$ cat config.mk
export PLATFORM = sky130hd
export DESIGN_NAME = outbuf
export DESIGN_NICKNAME = d
export VERILOG_FILES = /design/src/rtl/outbuf.sv
export SDC_FILE = /design/constraint.sdc
export NUM_CORES = 1
export LEC_CHECK = 0
export ABC_CLOCK_PERIOD_IN_PS = 3060
export CORE_MARGIN = 2
export CORE_UTILIZATION = 57
export DETAILED_ROUTE_END_ITERATION = 7
export GPL_TIMING_DRIVEN = 0
export PLACE_DENSITY = 0.77
export SYNTH_ARGS = -nofsm -noshare
export SYNTH_HDL_FRONTEND = slang
export SYNTH_SLANG_ARGS = --single-unit
$ cat constraint.sdc
create_clock -name clk -period 3.06 [get_ports clk]
set_clock_uncertainty 0.15 [all_clocks]
set_input_delay 0.765 -clock clk [delete_from_list [all_inputs] [get_ports clk]]
set_output_delay 0.765 -clock clk [all_outputs]
set_load 0.02 [all_outputs]
$ cat src/rtl/outbuf.sv
// outbuf: drain-side buffer for one systolic-array column.
// It drops the leading PADDING samples of every contiguous write burst.
// The remaining samples go into a DEPTH-entry FIFO.
// The FIFO drains in order through a read strobe whose output is registered.
module outbuf #(
  parameter int WIDTH   = 8,
  parameter int DEPTH   = 8,
  parameter int PADDING = 0
) (
  input  logic                       clk,
  input  logic                       rstn,
  input  logic                       write,
  input  logic [WIDTH-1:0]           din,
  input  logic                       read,
  output logic [WIDTH-1:0]           dout,
  output logic                       dout_valid,
  output logic                       empty,
  output logic                       full,
  output logic [$clog2(DEPTH+1)-1:0] count,
  output logic                       overflow
);

  localparam int AW = (DEPTH > 1) ? $clog2(DEPTH) : 1;
  localparam int CW = $clog2(DEPTH + 1);
  localparam int SW = (PADDING > 0) ? $clog2(PADDING + 1) : 1;

  localparam logic [SW-1:0] SKIP_INIT = SW'(PADDING);
  localparam logic [CW-1:0] COUNT_MAX = CW'(DEPTH);

  logic [WIDTH-1:0] mem [DEPTH];
  logic [AW-1:0]    wptr;
  logic [AW-1:0]    rptr;
  logic [SW-1:0]    skip;

  logic kept;
  logic rd_ok;
  logic store;
  logic drop;

  // A sample counts as kept once the burst has already discarded its padding.
  // A read is accepted only while the FIFO holds at least one word.
  // When the FIFO is full, a kept sample can still be stored if a read frees a slot in the same cycle.
  always_comb begin
    kept  = write && (skip == '0);
    rd_ok = read && !empty;
    store = kept && (!full || rd_ok);
    drop  = kept && full && !rd_ok;
  end

  // empty and full come from the count register, so a pointer wrap can never confuse them.
  assign empty = (count == '0);
  assign full  = (count == COUNT_MAX);

  // Skip counter: any idle cycle ends the burst and reloads the counter.
  // Each write in a new burst then consumes one unit of padding.
  always_ff @(posedge clk or negedge rstn) begin
    if (!rstn) begin
      skip <= SKIP_INIT;
    end else if (!write) begin
      skip <= SKIP_INIT;
    end else if (skip != '0) begin
      skip <= skip - SW'(1);
    end
  end

  // FIFO storage: the contents do not matter after reset, so this array has no reset term.
  always_ff @(posedge clk) begin
    if (store) begin
      mem[wptr] <= din;
    end
  end

  // Write pointer advances once per stored word.
  // It wraps naturally because DEPTH is a power of two.
  always_ff @(posedge clk or negedge rstn) begin
    if (!rstn) begin
      wptr <= '0;
    end else if (store) begin
      wptr <= wptr + AW'(1);
    end
  end

  // Read side: an accepted read registers the head word and pulses dout_valid.
  // Otherwise dout holds its value and dout_valid drops.
  always_ff @(posedge clk or negedge rstn) begin
    if (!rstn) begin
      rptr       <= '0;
      dout       <= '0;
      dout_valid <= 1'b0;
    end else if (rd_ok) begin
      rptr       <= rptr + AW'(1);
      dout       <= mem[rptr];
      dout_valid <= 1'b1;
    end else begin
      dout_valid <= 1'b0;
    end
  end

  // Occupancy count: a store and a read in the same cycle leave it unchanged.
  always_ff @(posedge clk or negedge rstn) begin
    if (!rstn) begin
      count <= '0;
    end else begin
      case ({store, rd_ok})
        2'b10:   count <= count + CW'(1);
        2'b01:   count <= count - CW'(1);
        default: count <= count;
      endcase
    end
  end

  // overflow is sticky until reset.
  // It records that a kept sample was lost because the FIFO was full.
  always_ff @(posedge clk or negedge rstn) begin
    if (!rstn) begin
      overflow <= 1'b0;
    end else if (drop) begin
      overflow <= 1'b1;
    end
  end

endmodule

After elaboration in Yosys (flattened, before gate mapping)
Memory sizes are Yosys's and may differ from the RTL's. A register that Yosys moved wholly into a read port is not among the register bits.
Index checks and enable logic that the tools add are counted.

storage, ports and cells
  RAM bits = 64
  memories kept = 1
  bits of input ports = 12
  output and inout port bits = 16
  bits in registers = 13

memories
  name  words  width  rd ports  clocked after Yosys merged registers in  wr ports  line  source
  mem   8      8      1         1                                        1         30    logic [WIDTH-1:0] mem [DEPTH];

cells by class
  reductions and logical operators = 12
  multiplexer cells = 6
  add/sub/neg operators = 5
  equal/unequal tests = 3
  bitwise gates (word level) = 1

operators by type and width
  operator                                             count
  case mux 4 bit (2 select lines)                      1
  adder 3 x 1 -> 3 bit, second input constant          2
  logical AND 1 bit                                    5
  2-to-1 mux 1 bit                                     5
  adder 4 x 1 -> 4 bit, second input constant          1
  equality test 4 bit, second input constant           1
  logical NOT 1 bit                                    4
  logical NOT 4 bit                                    1
  subtractor 4 x 1 -> 4 bit, second input constant     1
  equality test 2 x 1 -> 1 bit, second input constant  1
  equality test 2 bit, second input constant           1
  nonzero test 2 bit                                   1
  logical OR 1 bit                                     1
  NOT 1 bit                                            1
  subtractor 1 bit, second input constant              1

Depth between registers and ports, before layout
Gate-level depths: netlist of run 1.

  word-level depth = 7
  gate-level depth with buffers = 11
  depth with buffers taken out = 10

Worst setup path after synthesis of run 1
OpenSTA, ideal clock, no wires.

  path type = reg2reg
  start point = register count[1]
  end point = register count[2]
  clock period less this slack = 2643 ps
  cell stages (with the launch flop) = 12
  path slack = 417 ps
  library setup time = 126 ps
  arrival = 2367 ps
  buffers on the path = 1
  cell sequence = dfrtp_1 -> buf_6 -> nor4b_4 -> a21boi_2 -> inv_1 -> ha_1 -> xor2_1 -> ha_1 -> a21oi_1 -> xor2_1 -> nor2_1 -> xor2_1

between the ends
  elaborated cells on any way between the ends = 13
  classes of those cells = 2 x add/sub; 3 x eq/ne; 1 x mux; 7 x reduce/logical

RTL lines
  what                                                                          line  source
  start: declaration                                                            19    output logic [$clog2(DEPTH+1)-1:0] count,
  start signal: assignment                                                      105   2'b10: count <= count + CW'(1);
  start signal: assignment                                                      106   2'b01: count <= count - CW'(1);
  start signal: assignment                                                      107   default: count <= count;
  equality test 4 bit *                                                         52    assign full = (count == COUNT_MAX);
  net full                                                                      18    output logic full,
  logical NOT 1 bit *                                                           46    store = kept && (!full || rd_ok);
  logical OR 1 bit *                                                            46
  logical AND 1 bit *                                                           46
  equality test 2 x 1 -> 1 bit / equality test 2 bit (equally long branches)    104   case ({store, rd_ok})
  case mux 4 bit (2 select lines) / nonzero test 2 bit (equally long branches)  n/a

Mark *: on every way through the listed nets, which the timed path passes. The rest lies on a longest branch.
A chain may end at the register's enable or synchronous reset.

Worst setup path in the final report of run 1
  start point = register count[1]
  end point = output port full

between the ends
  word-level cells in the longest chain between the ends = 1

ends and longest elaborated chain
  what                 line
  equality test 4 bit  52
  end: declaration     18

No other way between the ends.

==> results.yml, run 1 <==
outcome:
  outcome: "finished, final reports clean"
clock_tree:
  path_clk_slew_ns: 0.09
  clock_sinks: 84
  clk_latency_ns: 0.35
  cts_tree: "done"
  clockBufferDepth: 2
  numCtsBuffers: 9
  cts-root-buf: "clkbuf_8"
  htree_levels: 3
synth:
  avgSynthCellArea_sq_um: 16.35
  syn_nets: 228
  postSynth.asyncResetShare: 0.2381
  synth.cell_area_sq_mm: 0.003451
  synth_top_area_share: 0.5569
  yosys.cell_types.count: 33
  synth_cells: 211
  synth_seq_cells: 84
  synth_common_cells: "edfxtp_1 (64), dfrtp_1 (20), mux2_2 (18), nand2_1 (17), mux2i_1 (16)"
  yosys.area.top_type: "edfxtp_1"
  synth_seq_area_share: 0.7020
  netlist_top_cells_area: "edfxtp_1 (56%), dfrtp_1 (15%), mux2_2 (5.9%)"
  yosys_warnings: 0
  synth_flop_cell: "edfxtp_1"
  synth.most_common_cell: "edfxtp_1"
  synth-edff-count: 64
detailed_routing:
  drc: 0
  vias: 1860
  drt_wl_total_um: 6196
  routedWlPerCell_um: 18.72
  drt-vias-per-instance: 5.619
  ant_nets: 0
  dr.first_iter.drc_count: 138
  drtPass1Iterations: 4
floorplanning:
  chipWidth_um: 81.81
  die-area_sq_mm: 0.006692
  ios: 28
  fp.coreArea_sq_mm: 0.005886
  rows: 28
  fp.dieH_um: 81.81
  start_util: 0.5863
critical_path:
  slowest_stage: "clkdlybuf4s50_1"
  r2r_setup_slack_ns: 0.19
  crit_arrival_ns: 1.99
  path_class: "flop to primary output"
  crit_required_ns: 2.14
  cp-end-kind: "primary output"
  crit_fanout: 9
  startpoint_type: "flop"
  cp_cell_sequence: "buf_6 -> nor4b_4 -> clkdlybuf4s50_1"
  max_stage_delay_ns: 0.68
timing:
  fmax_ghz: 0.3438
  slew_headroom: 0.3647
  timing.final.crit_share: 0.9507
  tightest_slew_ns: 0.9500
  hold_viol: 0
  fin_setup_tns_ns: 0
  setup_violations: 0
  slew_viol_final: 0
  period_needed_ns: 2.909
  rsz0062_at_grt: "false"
  setup_ws_ns: 0.1509
global_route:
  track_usage: 0.2111
  grt_pass1_wl_um: 9611
  grt_pass1_vias: 1859
  antenna_found_initial: 0
  grt_max_degree: 21
  grt-ovfl-total: 0
layout:
  nFillCells: 413
  insertedDiodeCount: 0
  finalCoreUtilization: 0.6892
  finalNetCount: 268
  multi_input_area_sq_um: 965.9
  area_delta_synth_final_pct: 17.55
  regArea_sq_mm: 0.002422
  layout-drive-gt1-share: 0.2070
  design_area_sq_mm: 0.004056
placement:
  io_buffers: 27
  gp_congestion: 0.7622
  pre_cts_slack_ns: -0.4548
  place_hpwl_um: 3999
  dpl_cell_area_sq_mm: 0.003839
job:
  maxCapViolations: 0
power:
  peakVddDrop_uv: 496.5
  finalPower_w: 0.003894
  powerDensity_mw_per_mm2: 959.9
  p_leak_nw: 1.479
min_path:
  hold_class: "flop to flop"
## cell families (layout without fill, tap and decap cells)
group / count (synthesis) / in the layout / synth area share
and+or+nand+nor: 36 / 36 / 0.05475
adders and majority gates: 5 / 5 / 0.01813
DFF: 84 / 84 / 0.7020
AOI/OAI and AO/OA: 31 / 31 / 0.07071
xor gates and xnor gates: 9 / 9 / 0.02284
muxes: 34 / 34 / 0.1051
buffers and inverters: 12 / 57 / 0.02647
## layout make-up
class | count | area share
flip-flops and latches | 84 | 0.5972
multi-input cells | 115 | 0.2381
repair buffers | 29 | 0.07033
clock buffers | 9 | 0.03054
well taps | 75 | 0.02313
plain buffers | 9 | 0.01974
clock inverters | 7 | 0.01820
inverters | 3 | 0.002776
## where the power goes
part | switching, W | internal, W | leakage, nW
logic | 0.000767 | 0.000689 | 0.560
clock network | 0.000400 | 0.000381 | 0.100
registers | 0.000161 | 0.00150 | 0.818
total | 0.00133 | 0.00257 | 1.48
## worst max-delay path: cells and delay by family (launching register included)
| family | cells | cell delay, ns |
|---|---|---|
| buf+inv | 2 | 0.83 |
| simple gates | 1 | 0.42 |
| flops | 1 | 0.40 |
## cells in the final DEF, fill, tap and decap left out, drive strengths merged
cell type / instances
edfxtp: 64
clkdlybuf4s50: 27
dfrtp: 20
mux2: 18
nand2: 17
mux2i: 16
buf: 11
o21ai: 10
clkbuf: 9
o22ai: 8
a221o: 8
xor2: 5
nor2: 5
ha: 5
inv: 5
xnor2: 4
nor3: 4
nand2b: 3
clkinv: 3
nor2b: 2
nor4: 2
nor4b: 2
o41ai: 1
a21boi: 1
a21oi: 1
a31o: 1
nor4bb: 1
o31ai: 1
bufinv: 1
clkinvlp: 1
## path summary, 6_finish.rpt
check	from	end	cells after the start
setup reg to reg	count[1]$_DFFE_PN0P_	count[2]$_DFFE_PN0P_	10
hold / removal	dout[5]$_DFFE_PN0P_	dout[5]$_DFFE_PN0P_	2
min in group asynchronous	rstn	count[3]$_DFFE_PN0P_	1
max in group asynchronous	rstn	wptr[1]$_DFFE_PN0P_	1
hold reg to reg	dout[5]$_DFFE_PN0P_	dout[5]$_DFFE_PN0P_	2
setup / recovery	count[1]$_DFFE_PN0P_	full	3
## registers in the layout, indices dropped and copies added, names as in the netlist
signal      flops
count           4
dout            8
dout_valid      1
mem            64
overflow        1
rptr            3
wptr            3
## timing repair
action / 4_1_cts / 5_1_grt
resized for setup: 1 / 1
pin swaps: 0 / 0
hold buffers: 0 / 0
setup buffers: 0 / 0
setup endpoints to repair: 8 / 2
## routing by layer
metal	wire length (um)	GRT usage
met4	130	0.1217
met3	386	0.05165
met1	2576	0.2673
met2	3103	0.3325
met5	0	0
## metrics by stage
step | instances | hold slack (ns)
after floorplan | 211 | 0.3194
after global placement | 313 | 0.2997
after detailed placement | 314 | 0.3136
after CTS | 330 | 0.3340
after global routing | 331 | 0.3453
final | 331 | 0.3337
Power figures use the tool's default switching activity.
==> run 2, diff against run 1 <==
--- a/config.mk
+++ b/config.mk
@@ -8,6 +8,7 @@
 export ABC_CLOCK_PERIOD_IN_PS = 3060
 export CORE_MARGIN = 2
 export CORE_UTILIZATION = 57
+export CTS_CLUSTER_SIZE = 40
 export DETAILED_ROUTE_END_ITERATION = 7
 export GPL_TIMING_DRIVEN = 0
 export PLACE_DENSITY = 0.77
==> results of run 2 <==
Same layout as run 1: the final DEF is identical, and so are final timing and power.
